$ cat src/rtl/neuron_sample_feeder.sv
// Training-sample buffer for the two-input perceptron: the host loads samples once,
// then they are replayed in order, epoch after epoch, over a valid/ready handshake.
module neuron_sample_feeder #(
  parameter int AW  = 6,
  parameter int EPW = 16
) (
  input  logic           clk,
  input  logic           rst,
  input  logic           clear,
  input  logic           wr_en,
  input  logic [6:0]     wr_x1,
  input  logic [6:0]     wr_x2,
  input  logic [1:0]     wr_t,
  output logic           full,
  input  logic           start,
  input  logic           stop,
  output logic           out_valid,
  input  logic           out_ready,
  output logic [6:0]     x1_out,
  output logic [6:0]     x2_out,
  output logic [1:0]     t_out,
  output logic [19:0]    n_out,
  output logic           epoch_done,
  output logic [EPW-1:0] epoch_count,
  output logic           busy,
  output logic [1:0]     dbg_state_o
);

  // Handshake: a sample moves on every rising edge where out_valid && out_ready;
  // while out_valid is high and out_ready low the presented sample is held unchanged.

  typedef enum logic [1:0] {
    ST_LOAD = 2'd0,
    ST_PLAY = 2'd1,
    ST_HALT = 2'd2
  } state_e;

  localparam logic [AW:0]    DEPTH_C  = {1'b1, {AW{1'b0}}};
  localparam logic [AW:0]    CNT_ONE  = {{AW{1'b0}}, 1'b1};
  localparam logic [AW-1:0]  PTR_ONE  = {{(AW-1){1'b0}}, 1'b1};
  localparam logic [EPW-1:0] EP_ONE   = {{(EPW-1){1'b0}}, 1'b1};

  state_e         state_q, state_d;
  logic [AW:0]    count_q, count_d;
  logic [AW-1:0]  rd_ptr_q, rd_ptr_d;
  logic [EPW-1:0] epoch_count_q, epoch_count_d;
  logic           epoch_done_q, epoch_done_d;
  logic           mem_we;

  logic [15:0]    mem [0:(1<<AW)-1];
  logic [15:0]    rd_word;
  logic           last_c;
  logic           xfer_c;

  assign rd_word = mem[rd_ptr_q];
  assign last_c  = ({1'b0, rd_ptr_q} == (count_q - CNT_ONE));
  assign xfer_c  = out_valid && out_ready;

  assign full        = (count_q == DEPTH_C);
  assign n_out       = {{(20-AW-1){1'b0}}, count_q};
  assign out_valid   = (state_q == ST_PLAY);
  assign busy        = (state_q == ST_PLAY);
  assign x1_out      = out_valid ? rd_word[15:9] : 7'd0;
  assign x2_out      = out_valid ? rd_word[8:2]  : 7'd0;
  assign t_out       = out_valid ? rd_word[1:0]  : 2'd0;
  assign epoch_done  = epoch_done_q;
  assign epoch_count = epoch_count_q;
  assign dbg_state_o = state_q;

  always_comb begin
    state_d       = state_q;
    count_d       = count_q;
    rd_ptr_d      = rd_ptr_q;
    epoch_count_d = epoch_count_q;
    epoch_done_d  = 1'b0;
    mem_we        = 1'b0;
    if (clear) begin
      // A handshake in this cycle is discarded, wrap included.
      state_d       = ST_LOAD;
      count_d       = '0;
      rd_ptr_d      = '0;
      epoch_count_d = '0;
    end else begin
      case (state_q)
        ST_LOAD: begin
          if (start && (count_q != '0)) begin
            state_d       = ST_PLAY;
            rd_ptr_d      = '0;
            epoch_count_d = '0;
          end else if (wr_en && !full) begin
            mem_we  = 1'b1;
            count_d = count_q + CNT_ONE;
          end
        end
        ST_PLAY: begin
          if (xfer_c) begin
            if (last_c) begin
              rd_ptr_d     = '0;
              epoch_done_d = 1'b1;
              if (!(&epoch_count_q)) epoch_count_d = epoch_count_q + EP_ONE;
            end else begin
              rd_ptr_d = rd_ptr_q + PTR_ONE;
            end
          end
          if (stop) state_d = ST_HALT;
        end
        ST_HALT: begin
          if (start) begin
            state_d       = ST_PLAY;
            rd_ptr_d      = '0;
            epoch_count_d = '0;
          end
        end
        default: state_d = ST_LOAD;
      endcase
    end
  end

  always_ff @(posedge clk) begin
    if (rst) begin
      state_q       <= ST_LOAD;
      count_q       <= '0;
      rd_ptr_q      <= '0;
      epoch_count_q <= '0;
      epoch_done_q  <= 1'b0;
    end else begin
      state_q       <= state_d;
      count_q       <= count_d;
      rd_ptr_q      <= rd_ptr_d;
      epoch_count_q <= epoch_count_d;
      epoch_done_q  <= epoch_done_d;
    end
  end

  // Sample storage carries no reset; count_q alone decides what is valid.
  always_ff @(posedge clk) begin
    if (mem_we && !rst) mem[count_q[AW-1:0]] <= {wr_x1, wr_x2, wr_t};
  end

endmodule

$ cat config.mk
export PLATFORM = sky130hd
export DESIGN_NAME = neuron_sample_feeder
export DESIGN_NICKNAME = d
export VERILOG_FILES = /design/src/rtl/neuron_sample_feeder.sv
export SDC_FILE = /design/constraint.sdc
export NUM_CORES = 1
export LEC_CHECK = 0
export CAP_MARGIN = 20
export CORE_ASPECT_RATIO = 0.7
export CORE_MARGIN = 2
export CORE_UTILIZATION = 65
export CTS_CLUSTER_SIZE = 40
export DETAILED_ROUTE_END_ITERATION = 10
export GPL_TIMING_DRIVEN = 0
export PLACE_DENSITY = 0.83
export SYNTH_ARGS = -nofsm -noshare
export SYNTH_HDL_FRONTEND = slang
export SYNTH_SLANG_ARGS = --single-unit
$ cat constraint.sdc
create_clock -name clk -period 5.7 [get_ports clk]
set_input_delay 1.14 -clock clk [delete_from_list [all_inputs] [get_ports clk]]
set_output_delay 1.14 -clock clk [all_outputs]
set_load 0.01 [all_outputs]
==> impl_table.tex, run 1 <==
\begin{tabular}{lr}
\hline
Metric & Value \\
\hline
\multicolumn{2}{l}{\textbf{STA}} \\
\quad Final hold vios & 0 \\
\quad Tightest Pin Transition & 1220 ps \\
\quad Max Fclk & 168 MHz \\
\quad Worst relative slew slack & 0.184 \\
\quad Final max-slew violation count & 0 \\
\quad Final setup fails & 10 \\
\quad Final setup skew & 30.2 ps \\
\quad Shortest clock period the worst path allows after layout & about 6000 ps \\
\quad Final Worst Setup Slack & -237 ps \\
\quad Unrepaired setup endpoints after global routing & yes \\
\quad Worst slack on hold paths & 533 ps \\
\quad Final critical-path share of the clock period & 1.04 \\
\multicolumn{2}{l}{\textbf{GRT}} \\
\quad Number of global-route vias before repair & about 23,000 \\
\quad Pin count of the biggest net entering global routing & between 60 and 70 \\
\quad Wire length of the first global-routing pass & 175,000 um \\
\quad Overflow left after global routing & 0 \\
\quad Combined global-route utilization of all metal layers & 0.394 \\
\quad Initial antenna violation count & 7 \\
\multicolumn{2}{l}{\textbf{Logic synthesis}} \\
\quad Main flop type after synthesis & sky130\_fd\_sc\_hd\_\_edfxtp\_1 \\
\quad Biggest area consumer among synthesized cells & sky130\_fd\_sc\_hd\_\_edfxtp\_1 \\
\quad Post-synth EDFFs & 1,024 \\
\quad Post-synth cell types & 57 \\
\quad Largest family of logic cells by synthesized area & multiplexers \\
\quad Xor/xnor share of the synthesized area & 0.00253 \\
\quad Synthesis warning total & 0 \\
\quad Cell Area, Synth & 41,500 um2 \\
\quad Fraction of registers with async set/reset & 0 \\
\quad Post-synthesis mux area share & 0.165 \\
\quad Area fraction of the dominant cell type after synthesis & 0.741 \\
\quad Part of the Yosys area used for sequential elements & 0.759 \\
\quad Complex-gate fraction of the synthesized area & 0.0246 \\
\quad Post-synthesis instance total & 1,962 \\
\quad Post-synthesis simple-gate area fraction & 0.0311 \\
\quad Average size of a mapped cell & 21.2 um2 \\
\quad Adder-cell share of the synthesized area & 0.00151 \\
\quad Number of flip-flops and latches in the synthesized netlist & 1,062 \\
\quad Synth area leaders & sky130\_fd\_sc\_hd\_\_edfxtp\_1, sky130\_fd\_sc\_hd\_\_mux4\_2, sky130\_fd\_sc\_hd\_\_dfxtp\_1 \\
\quad Post-synth top cells & sky130\_fd\_sc\_hd\_\_edfxtp\_1, sky130\_fd\_sc\_hd\_\_mux4\_2, sky130\_fd\_sc\_hd\_\_nor2\_1 \\
\quad Most frequent cell after synthesis & sky130\_fd\_sc\_hd\_\_edfxtp\_1 \\
\multicolumn{2}{l}{\textbf{Drt}} \\
\quad First-pass detailed-route iteration total & 6 \\
\quad Average routed wire per standard cell & 40.8 um \\
\quad Post-route DRC & 0 \\
\quad Final Routed Wirelength & approximately 130,000 um \\
\quad Remaining antenna violation count & 0 \\
\quad Vias after detailed routing & 23,500 \\
\quad First-iteration detailed-routing DRC count & between 5,000 and 6,000 \\
\quad Number of vias per cell & 7.55 \\
\multicolumn{2}{l}{\textbf{Placed design}} \\
\quad Placed Area & around 45,000 um2 \\
\quad Number of buffers added on ports & 67 \\
\quad Instance count after placement with tap cells included & about 2,900 \\
\quad GPL Wtd Cong & 1.01 \\
\quad DP Wirelength & about 80,000 um \\
\quad Minimum setup slack after placement & 38.6 ps \\
\multicolumn{2}{l}{\textbf{Clocking}} \\
\quad Clock root buffer master & sky130\_fd\_sc\_hd\_\_clkbuf\_16 \\
\quad Clock insertion delay at the later pin of the skew report & 670 ps \\
\quad Post-CTS clock slew at the launch and capture registers of the worst setup and hold paths & roughly 70 ps \\
\quad CTS Hold Bufs & 0 \\
\quad Number of buffers added by the clock tree synthesis step & 92 \\
\quad Sink Count & approximately 1,100 \\
\quad Maximum number of buffers from clock root to sink & 3 \\
\quad Total number of H-tree levels & 3 \\
\quad Post-CTS setup buffers & 0 \\
\quad Clock tree from TritonCTS & built \\
\multicolumn{2}{l}{\textbf{Layout}} \\
\quad Filler cells & around 3,200 \\
\quad Final nets & 2,242 \\
\quad Register area & 31,500 um2 \\
\quad Area growth from synthesis to layout & 15.4\% \\
\quad Area of the multi-input gates & 9580 um2 \\
\quad Share of cells above drive strength 1 & 0.305 \\
\quad Post-route insts no fill & just over 3,000 \\
\quad Finished layout cell area & 47,900 um2 \\
\multicolumn{2}{l}{\textbf{Floorplanning}} \\
\quad Initial Util & 0.658 \\
\quad Number of rows created at floorplan & 77 \\
\quad Die height & 215 um \\
\quad Floorplan Core Area & around 63,000 um2 \\
\quad \# IOs & 81 \\
\quad Floorplan die area & 65,900 um2 \\
\quad Die X & 306 um \\
\multicolumn{2}{l}{\textbf{Pwr}} \\
\quad Maximum vdd drop & roughly 0.28 mV \\
\quad Leakage component of the power & between 0.01 and 0.015 uW \\
\quad Pwr Density & around 320 nW/um2 \\
\multicolumn{2}{l}{\textbf{Worst hold path}} \\
\quad Path class of the lowest-slack min-delay path & reg -> reg \\
\multicolumn{2}{l}{\textbf{Status}} \\
\quad Violations in the final reports & setup timing \\
\quad Outcome & finished with violations \\
\multicolumn{2}{l}{\textbf{Setup path}} \\
\quad Slowest Stage Delay on Critical Path & 630 ps \\
\quad Bufs and invs on worst path & 5 \\
\quad Worst path slowest cell & sky130\_fd\_sc\_hd\_\_mux2i\_1 \\
\quad Critical-path cell list & buf\_2, buf\_2, buf\_4, buf\_4, mux2i\_1, nor2\_1, a2111oi\_2, o21ai\_1, clkdlybuf4s50\_1 \\
\quad CP delay by family, top & buffers and inverters \\
\quad CP endpoint kind & output pin \\
\quad Data arrival time of the critical path & 4800 ps \\
\quad Setup CP Type & reg -> out \\
\quad Launching element type of the critical path & flip-flop \\
\quad Highest net fanout along the worst path & 10 \\
\quad Req. time, crit path & 4560 ps \\
\multicolumn{2}{l}{\textbf{Run}} \\
\quad Max\_cap viols & 0 \\
\hline
\end{tabular}
state kept, by name, summed over array words and instances, names as in the netlist, named ones only:
name,flops
epoch_count,16
count_q,7
epoch_done,1
dbg_state_o,2
mem,1024
rd_ptr_q,6
what timing repair did:
item,CTS,global route
gates resized for setup,30,15
setup endpoints to repair,12,11
hold endpoints to repair,0,0
cells in the final DEF (no fill, tap or decap), drive strengths merged, types with 37 or more instances in the layout:
cell           instances
edfxtp              1024
mux4                 274
buf                  175
clkbuf               165
nor2                  84
clkdlybuf4s50         51
a21oi                 46
mux2i                 44
nor2b                 38
dfxtp                 38
nand2                 37
report_power, final:
part           internal (uW)  switching (uW)  leakage (uW)  total [uW]
Combinational           66.2             200       0.00374         266
Clock                   3510            2870       0.00147        6390
Sequential              8550            2.10       0.00951        8550
Total                  12100            3080        0.0147       15200
path summary, 6_finish.rpt:
| check | start | endpoint | slack, ps | cells past startpoint |
|---|---|---|---|---|
| worst max register to register | count_q[1]$_SDFFE_PP0P_ | mem[55][8]$_DFFE_PP_ | 1570 | 8 |
| worst max-delay path | flip-flop | x2_out[1] | -240 | 9 |
| worst min-delay path | epoch_count[10]$_SDFFE_PP0P_ | epoch_count[10]$_SDFFE_PP0P_ | 530 | 2 |
| worst min register to register | epoch_count[10]$_SDFFE_PP0P_ | epoch_count[10]$_SDFFE_PP0P_ | 530 | 2 |
metrics by stage:
stage	util	power [uW]	TNS [ps]
after floorplan	-	8780	0
after global placement	0.685	8940	-2820
after detailed placement	0.709	8960	0
after CTS	0.758	15200	0
after global routing	0.759	15400	-172
final	0.759	15200	-664
layout make-up:
class | count | area share
flip-flops and latches | 1062 | 0.658
multi-input cells | 778 | 0.200
clock buffers | 122 | 0.0537
repair buffers | 148 | 0.0422
well taps | 829 | 0.0217
plain buffers | 123 | 0.0145
clock inverters | 45 | 0.00932
inverters | 9 | 0.000705
diodes | 3 | 0.000157
worst reg2reg max path: cells and delay by family (launching register included):
kind,cells,cell delay (ps)
DFF,1,370
buffers and inverters,2,320
adders and majority gates,1,230
and+or+nand+nor,5,2800
routing by layer:
metal | vias to the layer above | wire length [um] | global-route usage
li1 | 8677 | - | -
met1 | 11800 | 41800 | 0.549
met2 | 2564 | 55000 | 0.556
met3 | 436 | 24000 | 0.171
met4 | 8 | 6420 | 0.159
met5 | - | 71 | 0
kinds of logic after synthesis:
group | after synthesis
buffers and inverters | 134
multiplexers | 338
other | 1
AND/OR/NAND/NOR | 253
adder cells (fa/ha/maj) | 5
flip-flops | 1062
XOR/XNOR | 12
AO/OA/AOI/OAI | 157
Power figures use the tool's default switching activity.
==> run 2: changes to the inputs <==
--- a/config.mk
+++ b/config.mk
@@ -13,6 +13,7 @@
 export DETAILED_ROUTE_END_ITERATION = 10
 export GPL_TIMING_DRIVEN = 0
 export PLACE_DENSITY = 0.83
+export SKIP_LAST_GASP = 1
 export SYNTH_ARGS = -nofsm -noshare
 export SYNTH_HDL_FRONTEND = slang
 export SYNTH_SLANG_ARGS = --single-unit
==> impl_table.tex, run 2 (synthesis results as in run 1) <==
\begin{tabular}{lr}
\hline
Metric & Value \\
\hline
\multicolumn{2}{l}{\textbf{Status}} \\
\quad Outcome & finished with violations (unchanged) \\
\quad Violations in the final reports & setup timing (unchanged) \\
\multicolumn{2}{l}{\textbf{Setup path}} \\
\quad Highest net fanout along the worst path & 10 (unchanged) \\
\quad CP endpoint kind & output pin (unchanged) \\
\quad Setup CP Type & reg -> out (unchanged) \\
\quad Worst path slowest cell & sky130\_fd\_sc\_hd\_\_clkdlybuf4s50\_1 (was sky130\_fd\_sc\_hd\_\_mux2i\_1) \\
\quad CP delay by family, top & buffers and inverters (unchanged) \\
\quad Slowest Stage Delay on Critical Path & 590 ps (was 630 ps) \\
\quad Worst r2r src & count\_q[1]\$\_SDFFE\_PP0P\_ (unchanged) \\
\quad Bufs and invs on worst path & 5 (unchanged) \\
\quad Req. time, crit path & 4560 ps (about the same) \\
\quad Launching element type of the critical path & flip-flop (unchanged) \\
\quad Critical-path cell list & buf\_2, buf\_2, buf\_4, buf\_4, mux2i\_1, nor2\_1, a2111oi\_2, o21ai\_1, clkdlybuf4s50\_1 (unchanged) \\
\quad Data arrival time of the critical path & 4760 ps (was 4800 ps) \\
\multicolumn{2}{l}{\textbf{Pwr}} \\
\quad Switching share of power & 0.202 (about the same) \\
\quad Leakage component of the power & 0.0147 uW (about the same) \\
\quad Relative contribution of sequential cells to total power & 0.562 (about the same) \\
\quad Logic gate share of total power & 0.018 (was 0.017) \\
\quad Internal cell power & 12,100 uW (about the same) \\
\quad Pwr Density & 317 nW/um2 (about the same) \\
\quad Maximum vdd drop & 0.283 mV (about the same) \\
\quad Fraction of power consumed by the clock network & 0.420 (about the same) \\
\quad Net Sw Power & 3080 uW (about the same) \\
\multicolumn{2}{l}{\textbf{Drt}} \\
\quad DR WL met2 & 54,600 um (was 55,000 um) \\
\quad Remaining antenna violation count & 0 (unchanged) \\
\quad Post-route DRC & 0 (unchanged) \\
\quad Routed metal-1 wire length & 42,200 um (was 41,800 um) \\
\quad Final Routed Wirelength & 127,000 um (about the same) \\
\quad Average routed wire per standard cell & 40.8 um (about the same) \\
\quad Highest metal layer with signal wires & met5 (unchanged) \\
\quad Met3 Wirelength & 23,800 um (was 24,000 um) \\
\quad First-iteration detailed-routing DRC count & 4,697 (was 5,081) \\
\quad First-pass detailed-route iteration total & 7 (was 6) \\
\quad Vias after detailed routing & 23,600 (was 23,500) \\
\quad Number of vias per cell & 7.58 (was 7.55) \\
\multicolumn{2}{l}{\textbf{STA}} \\
\quad Max Fclk & 169 MHz (was 168 MHz) \\
\quad Unrepaired setup endpoints after global routing & yes (unchanged) \\
\quad Final setup skew & 33.7 ps (was 30.2 ps) \\
\quad Final TNS setup & -601 ps (was -664 ps) \\
\quad Shortest clock period the worst path allows after layout & 5900 ps (was 5940 ps) \\
\quad Final max-slew violation count & 0 (unchanged) \\
\quad Final setup fails & 11 (was 10) \\
\quad Worst relative slew slack & 0.167 (was 0.184) \\
\quad Final hold vios & 0 (unchanged) \\
\quad Worst slack on hold paths & 529 ps (was 533 ps) \\
\quad Final critical-path share of the clock period & 1.04 (about the same) \\
\quad Tightest Pin Transition & 1250 ps (was 1220 ps) \\
\quad Final Worst Setup Slack & -205 ps (was -237 ps) \\
\multicolumn{2}{l}{\textbf{GRT}} \\
\quad Wire length of the first global-routing pass & 175,000 um (about the same) \\
\quad Overflow left after global routing & 0 (unchanged) \\
\quad Combined global-route utilization of all metal layers & 0.394 (about the same) \\
\quad Initial antenna violation count & 7 (unchanged) \\
\quad Number of global-route vias before repair & 22,800 (about the same) \\
\quad Pin count of the biggest net entering global routing & 65 (unchanged) \\
\multicolumn{2}{l}{\textbf{Floorplanning}} \\
\quad \# IOs & 81 (unchanged) \\
\quad Floorplan Core Area & 63,100 um2 (unchanged) \\
\quad Floorplan die area & 65,900 um2 (unchanged) \\
\quad Die X & 306 um (unchanged) \\
\quad Die height & 215 um (unchanged) \\
\quad Initial Util & 0.658 (unchanged) \\
\quad Number of rows created at floorplan & 77 (unchanged) \\
\multicolumn{2}{l}{\textbf{Placed design}} \\
\quad DP Wirelength & 81,100 um (unchanged) \\
\quad Instance count after placement with tap cells included & 2,948 (unchanged) \\
\quad Number of buffers added on ports & 67 (unchanged) \\
\quad Placed Area & 44,700 um2 (unchanged) \\
\quad GPL Wtd Cong & 1.01 (unchanged) \\
\multicolumn{2}{l}{\textbf{Clocking}} \\
\quad Total number of H-tree levels & 3 (unchanged) \\
\quad Maximum number of buffers from clock root to sink & 3 (unchanged) \\
\quad Clock tree from TritonCTS & built (unchanged) \\
\quad Clock root buffer master & sky130\_fd\_sc\_hd\_\_clkbuf\_16 (unchanged) \\
\quad Number of buffers added by the clock tree synthesis step & 92 (unchanged) \\
\quad Sink Count & 1,062 (unchanged) \\
\quad Post-CTS clock slew at the launch and capture registers of the worst setup and hold paths & 80 ps (was 70 ps) \\
\quad Post-CTS setup buffers & 0 (unchanged) \\
\quad Clock insertion delay at the later pin of the skew report & 680 ps (was 670 ps) \\
\multicolumn{2}{l}{\textbf{Layout}} \\
\quad Most common library cell in the layout ignoring fill and taps & sky130\_fd\_sc\_hd\_\_edfxtp\_1 (unchanged) \\
\quad Area of the multi-input gates & 9580 um2 (unchanged) \\
\quad Final core utilization & 0.759 (about the same) \\
\quad Final nets & 2,242 (unchanged) \\
\quad Finished layout cell area & 47,900 um2 (about the same) \\
\quad Filler cells & 3,161 (was 3,164) \\
\quad Post-route insts no fill & 3,119 (unchanged) \\
\quad Share of cells above drive strength 1 & 0.305 (unchanged) \\
\quad Max FFs per register & 1,024 (unchanged) \\
\quad Top library cells by usage in the layout, fill and taps aside & sky130\_fd\_sc\_hd\_\_edfxtp\_1, sky130\_fd\_sc\_hd\_\_mux4\_2, sky130\_fd\_sc\_hd\_\_clkbuf\_16 (unchanged) \\
\quad Area growth from synthesis to layout & 15.4\% (about the same) \\
\quad Register area & 31,500 um2 (unchanged) \\
\multicolumn{2}{l}{\textbf{Run}} \\
\quad Max\_cap viols & 0 (unchanged) \\
\multicolumn{2}{l}{\textbf{Worst hold path}} \\
\quad Startpoint of the lowest-slack hold path & epoch\_count[10]\$\_SDFFE\_PP0P\_ (unchanged) \\
\quad Path class of the lowest-slack min-delay path & reg -> reg (unchanged) \\
\hline
\end{tabular}
[run 2: changes by cell type in the layout (fill, tap and decap cells not counted)]
cell | before | now
sky130_fd_sc_hd__buf_4 | 33 | 31
sky130_fd_sc_hd__buf_6 | 7 | 8
sky130_fd_sc_hd__clkbuf_4 | 6 | 7
[run 2: path summary, 6_finish.rpt]
| check | to | slack, ps | depth (start not counted) |
|---|---|---|---|
| min | epoch_count[10]$_SDFFE_PP0P_ | 530 | 2 |
| max | x2_out[1] | -200 | 9 |
| max reg2reg | mem[55][8]$_DFFE_PP_ | 1560 | 8 |
| min reg2reg | epoch_count[10]$_SDFFE_PP0P_ | 530 | 2 |
[run 2: what timing repair did]
item / 4_1_cts / 5_1_grt
hold buffers: 0 / 0
pin swaps: 0 / 0
setup endpoints to repair: 12 / 11
resized for setup: 29 / 17
[run 2: through the flow]
step                      setup slack [ps]  power, uW
after floorplan                       2270       8780
after global placement                -180       8940
after detailed placement              38.6       8960
after CTS                            -10.2      15200
after global routing                 -78.6      15400
final                                 -205      15200
[run 2: final cells by class]
class,count,share of cell area
antenna,3,0.000157
clock buffer,122,0.0537
tap,829,0.0216
timing repair buffer,148,0.0422
inverter,9,0.000705
clock inverter,45,0.00932
sequential,1062,0.658
buffer,123,0.0146
multi-input combinational,778,0.200
[run 2: per-layer routing]
| metal | track usage | up-vias |
|---|---|---|
| met5 | 0 | - |
| met4 | 0.160 | 10 |
| met3 | 0.172 | 469 |
| met2 | 0.556 | 2624 |
| met1 | 0.548 | 11900 |
| li1 | - | 8672 |
[run 2: power by group through the flow]
| stage | Sequential [uW] | Combinational [uW] | Clock (uW) |
|---|---|---|---|
| 6_report | 8550 | 266 | 6390 |
| 5_1_grt | 8540 | 271 | 6610 |
| 4_1_cts | 8550 | 248 | 6350 |
| 3_5_place_dp | 8720 | 244 | 0 |
| 3_3_place_gp | 8740 | 205 | 0 |
| 2_1_floorplan | 8720 | 59.4 | 0 |
[run 2: worst min-delay path: cells and delay by family, from the launching register on]
kind | cells | cell delay, ps
DFF | 1 | 350
AOI/OAI and AO/OA | 2 | 140
